==> src/rtl/godai_trace_collector.sv <==
`default_nettype none
// ============================================================================
// Module   : godai_trace_collector
// Purpose  : Snoops Godai instruction fetches and tracing strobes, forms
//            timestamped trace records and buffers them behind a valid/ready port.
// Revision : 1.0 - initial release
// ============================================================================
module godai_trace_collector #(
    parameter int ADDR_WIDTH = 32,
    parameter int DATA_WIDTH = 32,
    parameter int FIFO_DEPTH = 8,
    parameter int TS_WIDTH   = 16
) (
    input  logic                  clk,
    input  logic                  rst_n,
    input  logic                  instr_req_i,
    input  logic                  instr_gnt_i,
    input  logic                  instr_rvalid_i,
    input  logic [ADDR_WIDTH-1:0] instr_addr_i,
    input  logic [DATA_WIDTH-1:0] instr_rdata_i,
    input  logic                  jump_done_i,
    input  logic                  branch_decision_i,
    input  logic                  branch_req_i,
    input  logic                  pc_set_i,
    input  logic                  is_decoding_i,
    input  logic                  clear_i,
    output logic                  trace_valid_o,
    input  logic                  trace_ready_i,
    output logic [ADDR_WIDTH-1:0] trace_addr_o,
    output logic [DATA_WIDTH-1:0] trace_instr_o,
    output logic [3:0]            trace_flags_o,
    output logic [TS_WIDTH-1:0]   trace_ts_o,
    output logic                  overflow_o,
    output logic                  proto_err_o,
    output logic [7:0]            drop_count_o
);

    localparam int c_ptr_w = $clog2(FIFO_DEPTH);
    localparam int c_rec_w = ADDR_WIDTH + DATA_WIDTH + 4 + TS_WIDTH;

    logic [TS_WIDTH-1:0]   r_ts;
    logic [ADDR_WIDTH-1:0] r_q_addr [2];
    logic [1:0]            r_q_cnt;
    logic                  r_acc_taken;
    logic                  r_acc_jump;
    logic                  r_acc_pcset;
    logic                  r_gap;
    logic [c_rec_w-1:0]    r_mem [FIFO_DEPTH];
    logic [c_ptr_w:0]      r_wr_ptr;
    logic [c_ptr_w:0]      r_rd_ptr;
    logic                  r_overflow;
    logic                  r_proto_err;
    logic [7:0]            r_drop_cnt;

    logic                  w_pop;
    logic                  w_push;
    logic [1:0]            w_cnt_mid;
    logic                  w_push_ok;
    logic                  w_proto_ev;
    logic                  w_empty;
    logic                  w_full;
    logic                  w_rd;
    logic                  w_wr;
    logic                  w_drop;
    logic [3:0]            w_flags;
    logic [c_rec_w-1:0]    w_rec;
    logic [c_rec_w-1:0]    w_head;
    logic                  w_unused;

    // Reserved strobe: accepted on the port but has no effect on records.
    assign w_unused   = is_decoding_i;

    // A pop frees its slot before the same-cycle push claims one.
    assign w_pop      = instr_rvalid_i && (r_q_cnt != 2'd0);
    assign w_push     = instr_req_i && instr_gnt_i;
    assign w_cnt_mid  = r_q_cnt - {1'b0, w_pop};
    assign w_push_ok  = w_push && (w_cnt_mid != 2'd2);
    assign w_proto_ev = (instr_rvalid_i && (r_q_cnt == 2'd0)) || (w_push && !w_push_ok);

    assign w_empty = (r_wr_ptr == r_rd_ptr);
    assign w_full  = (r_wr_ptr[c_ptr_w] != r_rd_ptr[c_ptr_w]) &&
                     (r_wr_ptr[c_ptr_w-1:0] == r_rd_ptr[c_ptr_w-1:0]);
    assign w_rd    = !w_empty && trace_ready_i;
    assign w_wr    = w_pop && (!w_full || w_rd);
    assign w_drop  = w_pop && !w_wr;

    assign w_flags = {r_gap,
                      r_acc_pcset | pc_set_i,
                      r_acc_jump  | jump_done_i,
                      r_acc_taken | (branch_req_i && branch_decision_i)};
    assign w_rec   = {r_q_addr[0], instr_rdata_i, w_flags, r_ts};
    assign w_head  = r_mem[r_rd_ptr[c_ptr_w-1:0]];

    assign trace_valid_o = !w_empty;
    assign trace_addr_o  = w_head[c_rec_w-1 -: ADDR_WIDTH];
    assign trace_instr_o = w_head[TS_WIDTH+4 +: DATA_WIDTH];
    assign trace_flags_o = w_head[TS_WIDTH +: 4];
    assign trace_ts_o    = w_head[TS_WIDTH-1:0];
    assign overflow_o    = r_overflow;
    assign proto_err_o   = r_proto_err;
    assign drop_count_o  = r_drop_cnt;

    always_ff @(posedge clk or negedge rst_n) begin
        if (!rst_n) begin
            r_ts        <= '0;
            r_q_addr[0] <= '0;
            r_q_addr[1] <= '0;
            r_q_cnt     <= 2'd0;
            r_acc_taken <= 1'b0;
            r_acc_jump  <= 1'b0;
            r_acc_pcset <= 1'b0;
            r_gap       <= 1'b0;
            r_wr_ptr    <= '0;
            r_rd_ptr    <= '0;
            r_overflow  <= 1'b0;
            r_proto_err <= 1'b0;
            r_drop_cnt  <= 8'd0;
            for (int i = 0; i < FIFO_DEPTH; i++) begin
                r_mem[i] <= '0;
            end
        end else begin
            r_ts <= r_ts + 1'b1;

            if (w_pop) begin
                r_q_addr[0] <= r_q_addr[1];
            end
            if (w_push_ok) begin
                r_q_addr[w_cnt_mid[0]] <= instr_addr_i;
            end
            r_q_cnt <= w_cnt_mid + {1'b0, w_push_ok};

            // Strobes are folded into the record being formed this cycle.
            if (w_pop) begin
                r_acc_taken <= 1'b0;
                r_acc_jump  <= 1'b0;
                r_acc_pcset <= 1'b0;
            end else begin
                r_acc_taken <= r_acc_taken | (branch_req_i && branch_decision_i);
                r_acc_jump  <= r_acc_jump  | jump_done_i;
                r_acc_pcset <= r_acc_pcset | pc_set_i;
            end

            if (w_wr) begin
                r_mem[r_wr_ptr[c_ptr_w-1:0]] <= w_rec;
                r_wr_ptr <= r_wr_ptr + 1'b1;
                r_gap    <= 1'b0;
            end else if (w_drop) begin
                r_gap    <= 1'b1;
            end
            if (w_rd) begin
                r_rd_ptr <= r_rd_ptr + 1'b1;
            end

            // A new event in the clear cycle takes precedence over the clear.
            if (w_drop) begin
                r_overflow <= 1'b1;
                if (clear_i) begin
                    r_drop_cnt <= 8'd1;
                end else if (r_drop_cnt != 8'hFF) begin
                    r_drop_cnt <= r_drop_cnt + 8'd1;
                end
            end else if (clear_i) begin
                r_overflow <= 1'b0;
                r_drop_cnt <= 8'd0;
            end

            if (w_proto_ev) begin
                r_proto_err <= 1'b1;
            end else if (clear_i) begin
                r_proto_err <= 1'b0;
            end
        end
    end

endmodule
`default_nettype wire
==> config.mk <==
export PLATFORM = sky130hd
export DESIGN_NAME = godai_trace_collector
export DESIGN_NICKNAME = d
export VERILOG_FILES = /design/src/rtl/godai_trace_collector.sv
export SDC_FILE = /design/constraint.sdc
export NUM_CORES = 1
export LEC_CHECK = 0
export BUFFER_PORTS_ARGS = -buffer_cell sky130_fd_sc_hd__buf_4
export CAP_MARGIN = 20
export CORE_MARGIN = 2
export CORE_UTILIZATION = 35
export CTS_BUF_LIST = sky130_fd_sc_hd__clkbuf_4 sky130_fd_sc_hd__clkbuf_8
export CTS_CLUSTER_DIAMETER = 50
export CTS_CLUSTER_SIZE = 25
export DETAILED_ROUTE_END_ITERATION = 16
export GPL_TIMING_DRIVEN = 0
export MAX_ROUTING_LAYER = met4
export PLACE_DENSITY = 0.47
export SLEW_MARGIN = 40
export SYNTH_ARGS = -nofsm -noshare
export SYNTH_HDL_FRONTEND = slang
export SYNTH_SLANG_ARGS = --single-unit
==> constraint.sdc <==
create_clock -name clk -period 3.4 [get_ports clk]
set_input_delay 0.17 -clock clk [delete_from_list [all_inputs] [get_ports clk]]
set_output_delay 0.17 -clock clk [all_outputs]
set_load 0.005 [all_outputs]
==> flow_metrics.py <==
metrics = {
    "status": {
        "run_status": "completed",
    },
    "timing": {
        "timing.final.max_slew_violations": 0,
        "final.setup.tns_ns": 0,
        "rsz0062_at_grt": "false",
        "hold_violations_final": 0,
        "timing.fmax_mhz": 304,
        "timing_worst_slew_pin_value_ns": 0.873,
        "final_cycle_utilization_of_the_critical_path": 0.967,
        "timing.final.ws_setup_ns": 0.111,
        "slew-limit-headroom": 0.418,
        "period_minus_slack_ns": 3.29,
        "timing.final.setup_violations": 0,
        "final.setup_skew_ns": 0.0339,
        "whs_ns": 0.0388,
    },
    "final_layout": {
        "layout_common_cells": "sky130_fd_sc_hd__dfrtp_1 (776), sky130_fd_sc_hd__o2bb2ai_1 (648), sky130_fd_sc_hd__buf_4 (243)",
        "layout.cells.most_common": "sky130_fd_sc_hd__dfrtp_1",
        "post_route_cells_drive_above_1_share": 0.302,
        "total_non_filler_cell_area_in_the_finished_layout_um2": 40800,
        "flow.area_growth_from_synthesis_pct": 19.0,
        "utilization": 0.421,
        "fin_cells": 4143,
        "layout.nets": 2856,
    },
    "global_route": {
        "largest_net_degree_at_the_start_of_global_routing": 116,
        "globalRoute.totalOverflow": 0,
        "groute.usage.overall": 0.244,
        "first_global_vias": 25984,
        "antenna_found_initial": 3,
        "wire_length_of_the_first_global_routing_pass_mm": 176,
    },
    "die": {
        "num_io_pins": 171,
        "chipHeight_um": 317,
        "die_outline_area_um2": 101000,
        "die_x_um": 317,
        "initial_utilization": 0.354,
        "core_area_um2": 96900,
        "core.rowCount": 114,
    },
    "logic_synthesis": {
        "yosys_warnings": 0,
        "synth-main-ff-cell": "sky130_fd_sc_hd__dfrtp_1",
        "synthesis.area_um2": 34300,
        "synth.yosys.seq_area_share": 0.566,
        "synth_nets": 2495,
        "async_reset_ff_frac": 1.00,
        "synth_cell_types": 48,
        "syn-instance-count": 2413,
        "synth_seq_cells": 776,
        "synth.avg_cell_area_um2": 14.2,
        "number_of_enable_flip_flop_cells_after_synthesis": 0,
    },
    "setup_path": {
        "reg2regPathDepth": 9,
        "cp-end-kind": "output port",
        "crit_fanout": 10,
        "critical_path.n_buffers_inverters": 4,
        "timing.critical_path.from": "r_rd_ptr[1]$_DFFE_PN0P_",
        "arrival_time_reported_for_the_critical_path_endpoint_ns": 3.12,
        "reg2reg_slack_ns": 0.22,
        "cp_data_required_time_ns": 3.23,
        "worstSetupPathType": "flop to output port",
        "cp_top_family": "buffers and inverters",
        "critPathCapture": "trace_instr_o[8]",
        "worst_path_most_repeated_cell": "sky130_fd_sc_hd__buf_2",
        "worstSetupStartpointType": "flop",
        "cp_slowest_stage_delay_ns": 0.41,
        "critPathSlowestCell": "sky130_fd_sc_hd__clkbuf_4",
        "worst_r2r_startpoint": "r_q_cnt[0]$_DFF_PN0_",
        "critical_path_depth": 6,
        "r2r_end": "r_q_addr[23]$_DFFE_PN0P_",
        "timing.critical_path.cells": "buf_2 > clkbuf_4 > buf_2 > mux4_2 > mux2_2 > buf_4",
    },
    "clock_tree": {
        "tritoncts": "done",
        "cts_max_level": 3,
        "clock_sinks": 776,
        "insertion_delay_ns": 0.76,
        "clock_path_buffers": 3,
        "root_buffer": "sky130_fd_sc_hd__clkbuf_8",
        "numCtsBuffers": 105,
        "post_cts_buffers": 0,
        "cts.reportedPaths.clkPinSlew_ns": 0.10,
    },
    "placement": {
        "final_weighted_congestion_in_routability_driven_placement": 0.828,
        "place_hpwl_mm": 74.2,
        "dp_worst_setup_slack_ns": -0.478,
        "postPlaceCellArea_um2": 37400,
        "place_inst": 3866,
        "portBuffers": 169,
    },
    "power": {
        "total_leakage_power_nw": 17.2,
        "power_per_unit_of_standard_cell_area_nw_per_um2": 1010,
        "irDropWorstVdd_mv": 0.404,
        "power_mw": 41.4,
    },
    "run": {
        "max-cap-violations": 0,
    },
    "routing": {
        "detailroute.via_count": 24132,
        "routed_wirelength_mm": 117,
        "ant_nets": 0,
        "avgViaCountPerCell": 5.82,
        "drt_first_iter_violations": 1867,
        "detailedRoute.firstPassIterationCount": 5,
        "route.detailed.drc": 0,
        "wl_per_cell_um": 28.2,
    },
    "hold_path": {
        "worstHoldPathType": "input port to asynchronous set/reset pin",
    },
}
==> worst min-delay path by stage <==
stage	startpoint	end	slack (ns)
floorplan	rst_n	drop_count_o[0]$_DFFE_PN0P_	-0.13
global placement	instr_addr_i[4]	r_q_addr[36]$_DFF_PN0_	0.39
detailed placement	rst_n	r_q_addr[28]$_DFFE_PN0P_	0.07
CTS	rst_n	r_q_addr[60]$_DFF_PN0_	0.0006
global route	rst_n	r_q_addr[60]$_DFF_PN0_	0.04
finish	rst_n	r_q_addr[60]$_DFF_PN0_	0.04
==> per-layer routing <==
metal / wire, um / vias to the layer above / GRT usage
met5: 0 / - / -
met4: 3590 / 0 / 0.0791
met1: 51100 / 12799 / 0.331
li1: - / 10134 / -
met2: 54600 / 984 / 0.370
met3: 7670 / 215 / 0.0449
==> layout make-up <==
type                       count  area [um2]
antenna                        3        7.51
buffer                       235        1410
clock buffer                 127        1710
clock inverter                70         798
fill                        8891       56000
inverter                      28         105
multi-input combinational   1373       13500
sequential                   776       19400
tap                         1276        1600
timing repair buffer         255        2310
==> state kept, by name (all words and copies together) (netlist names) <==
| name | flops |
|---|---|
| r_mem | 672 |
| r_q_addr | 64 |
| r_ts | 16 |
| drop_count_o | 8 |
| r_rd_ptr | 4 |
| r_wr_ptr | 4 |
| r_q_cnt | 2 |
| overflow_o | 1 |
| proto_err_o | 1 |
| r_acc_jump | 1 |
| r_acc_pcset | 1 |
| r_acc_taken | 1 |
| r_gap | 1 |
==> what timing repair did <==
| action | CTS | global route |
|---|---|---|
| gates resized for setup | 29 | 3 |
| pin swaps | 0 | 0 |
| setup endpoints to repair | 114 | 3 |
| hold buffers | 78 | 0 |
| hold endpoints to repair | 578 | 0 |
==> report_power, final <==
part	total (mW)	internal [mW]	switching (mW)	leakage (nW)
combinational	17.9	8.62	9.26	6.03
clock	8.44	4.28	4.16	1.26
sequential	15.1	12.9	2.20	9.87
==> tightest hold or removal path, stage by stage <==
cell,delay [ns]
sky130_fd_sc_hd__dlygate4sd3_1,0.61
sky130_fd_sc_hd__buf_16,0.15
sky130_fd_sc_hd__buf_16,0.25
==> cells in the mapped netlist (all sizes together), types with 2 or more instances <==
library cell | count | area share
o2bb2ai | 648 | 0.17
a311oi | 4 | 0.0010
a22oi | 18 | 0.0039
mux4 | 168 | 0.11
ha | 6 | 0.0022
dfrtp | 776 | 0.57
nand2 | 127 | 0.014
nor2b | 7 | 0.0013
xnor2 | 14 | 0.0038
nor2 | 17 | 0.0019
a21boi | 2 | 0.00044
buf | 165 | 0.031
a21oi | 8 | 0.0012
a211oi | 3 | 0.00066
o2111ai | 2 | 0.00088
mux2 | 120 | 0.039
nand2b | 84 | 0.015
o21ai | 41 | 0.0065
nor4 | 2 | 0.00036
inv | 28 | 0.0031
a31oi | 3 | 0.00055
nand4 | 4 | 0.00073
and2 | 3 | 0.00055
a2bb2oi | 5 | 0.0013
nand3 | 10 | 0.0015
o211ai | 4 | 0.0012
mux2i | 32 | 0.0093
xor2 | 12 | 0.0031
nor3 | 11 | 0.0016
and4 | 2 | 0.00051
and3 | 7 | 0.0013
or2 | 2 | 0.00036
clkbuf | 71 | 0.0078
==> kinds of logic after synthesis <==
kind of cell | count (synthesis) | synth area share
compound gates | 744 | 0.185
xor+xnor | 26 | 0.00686
fa+ha+maj | 6 | 0.00219
buf+inv | 264 | 0.0419
flops | 776 | 0.566
mux | 320 | 0.159
simple gates | 277 | 0.0394
No activity file was read; power rests on OpenSTA's default activity.
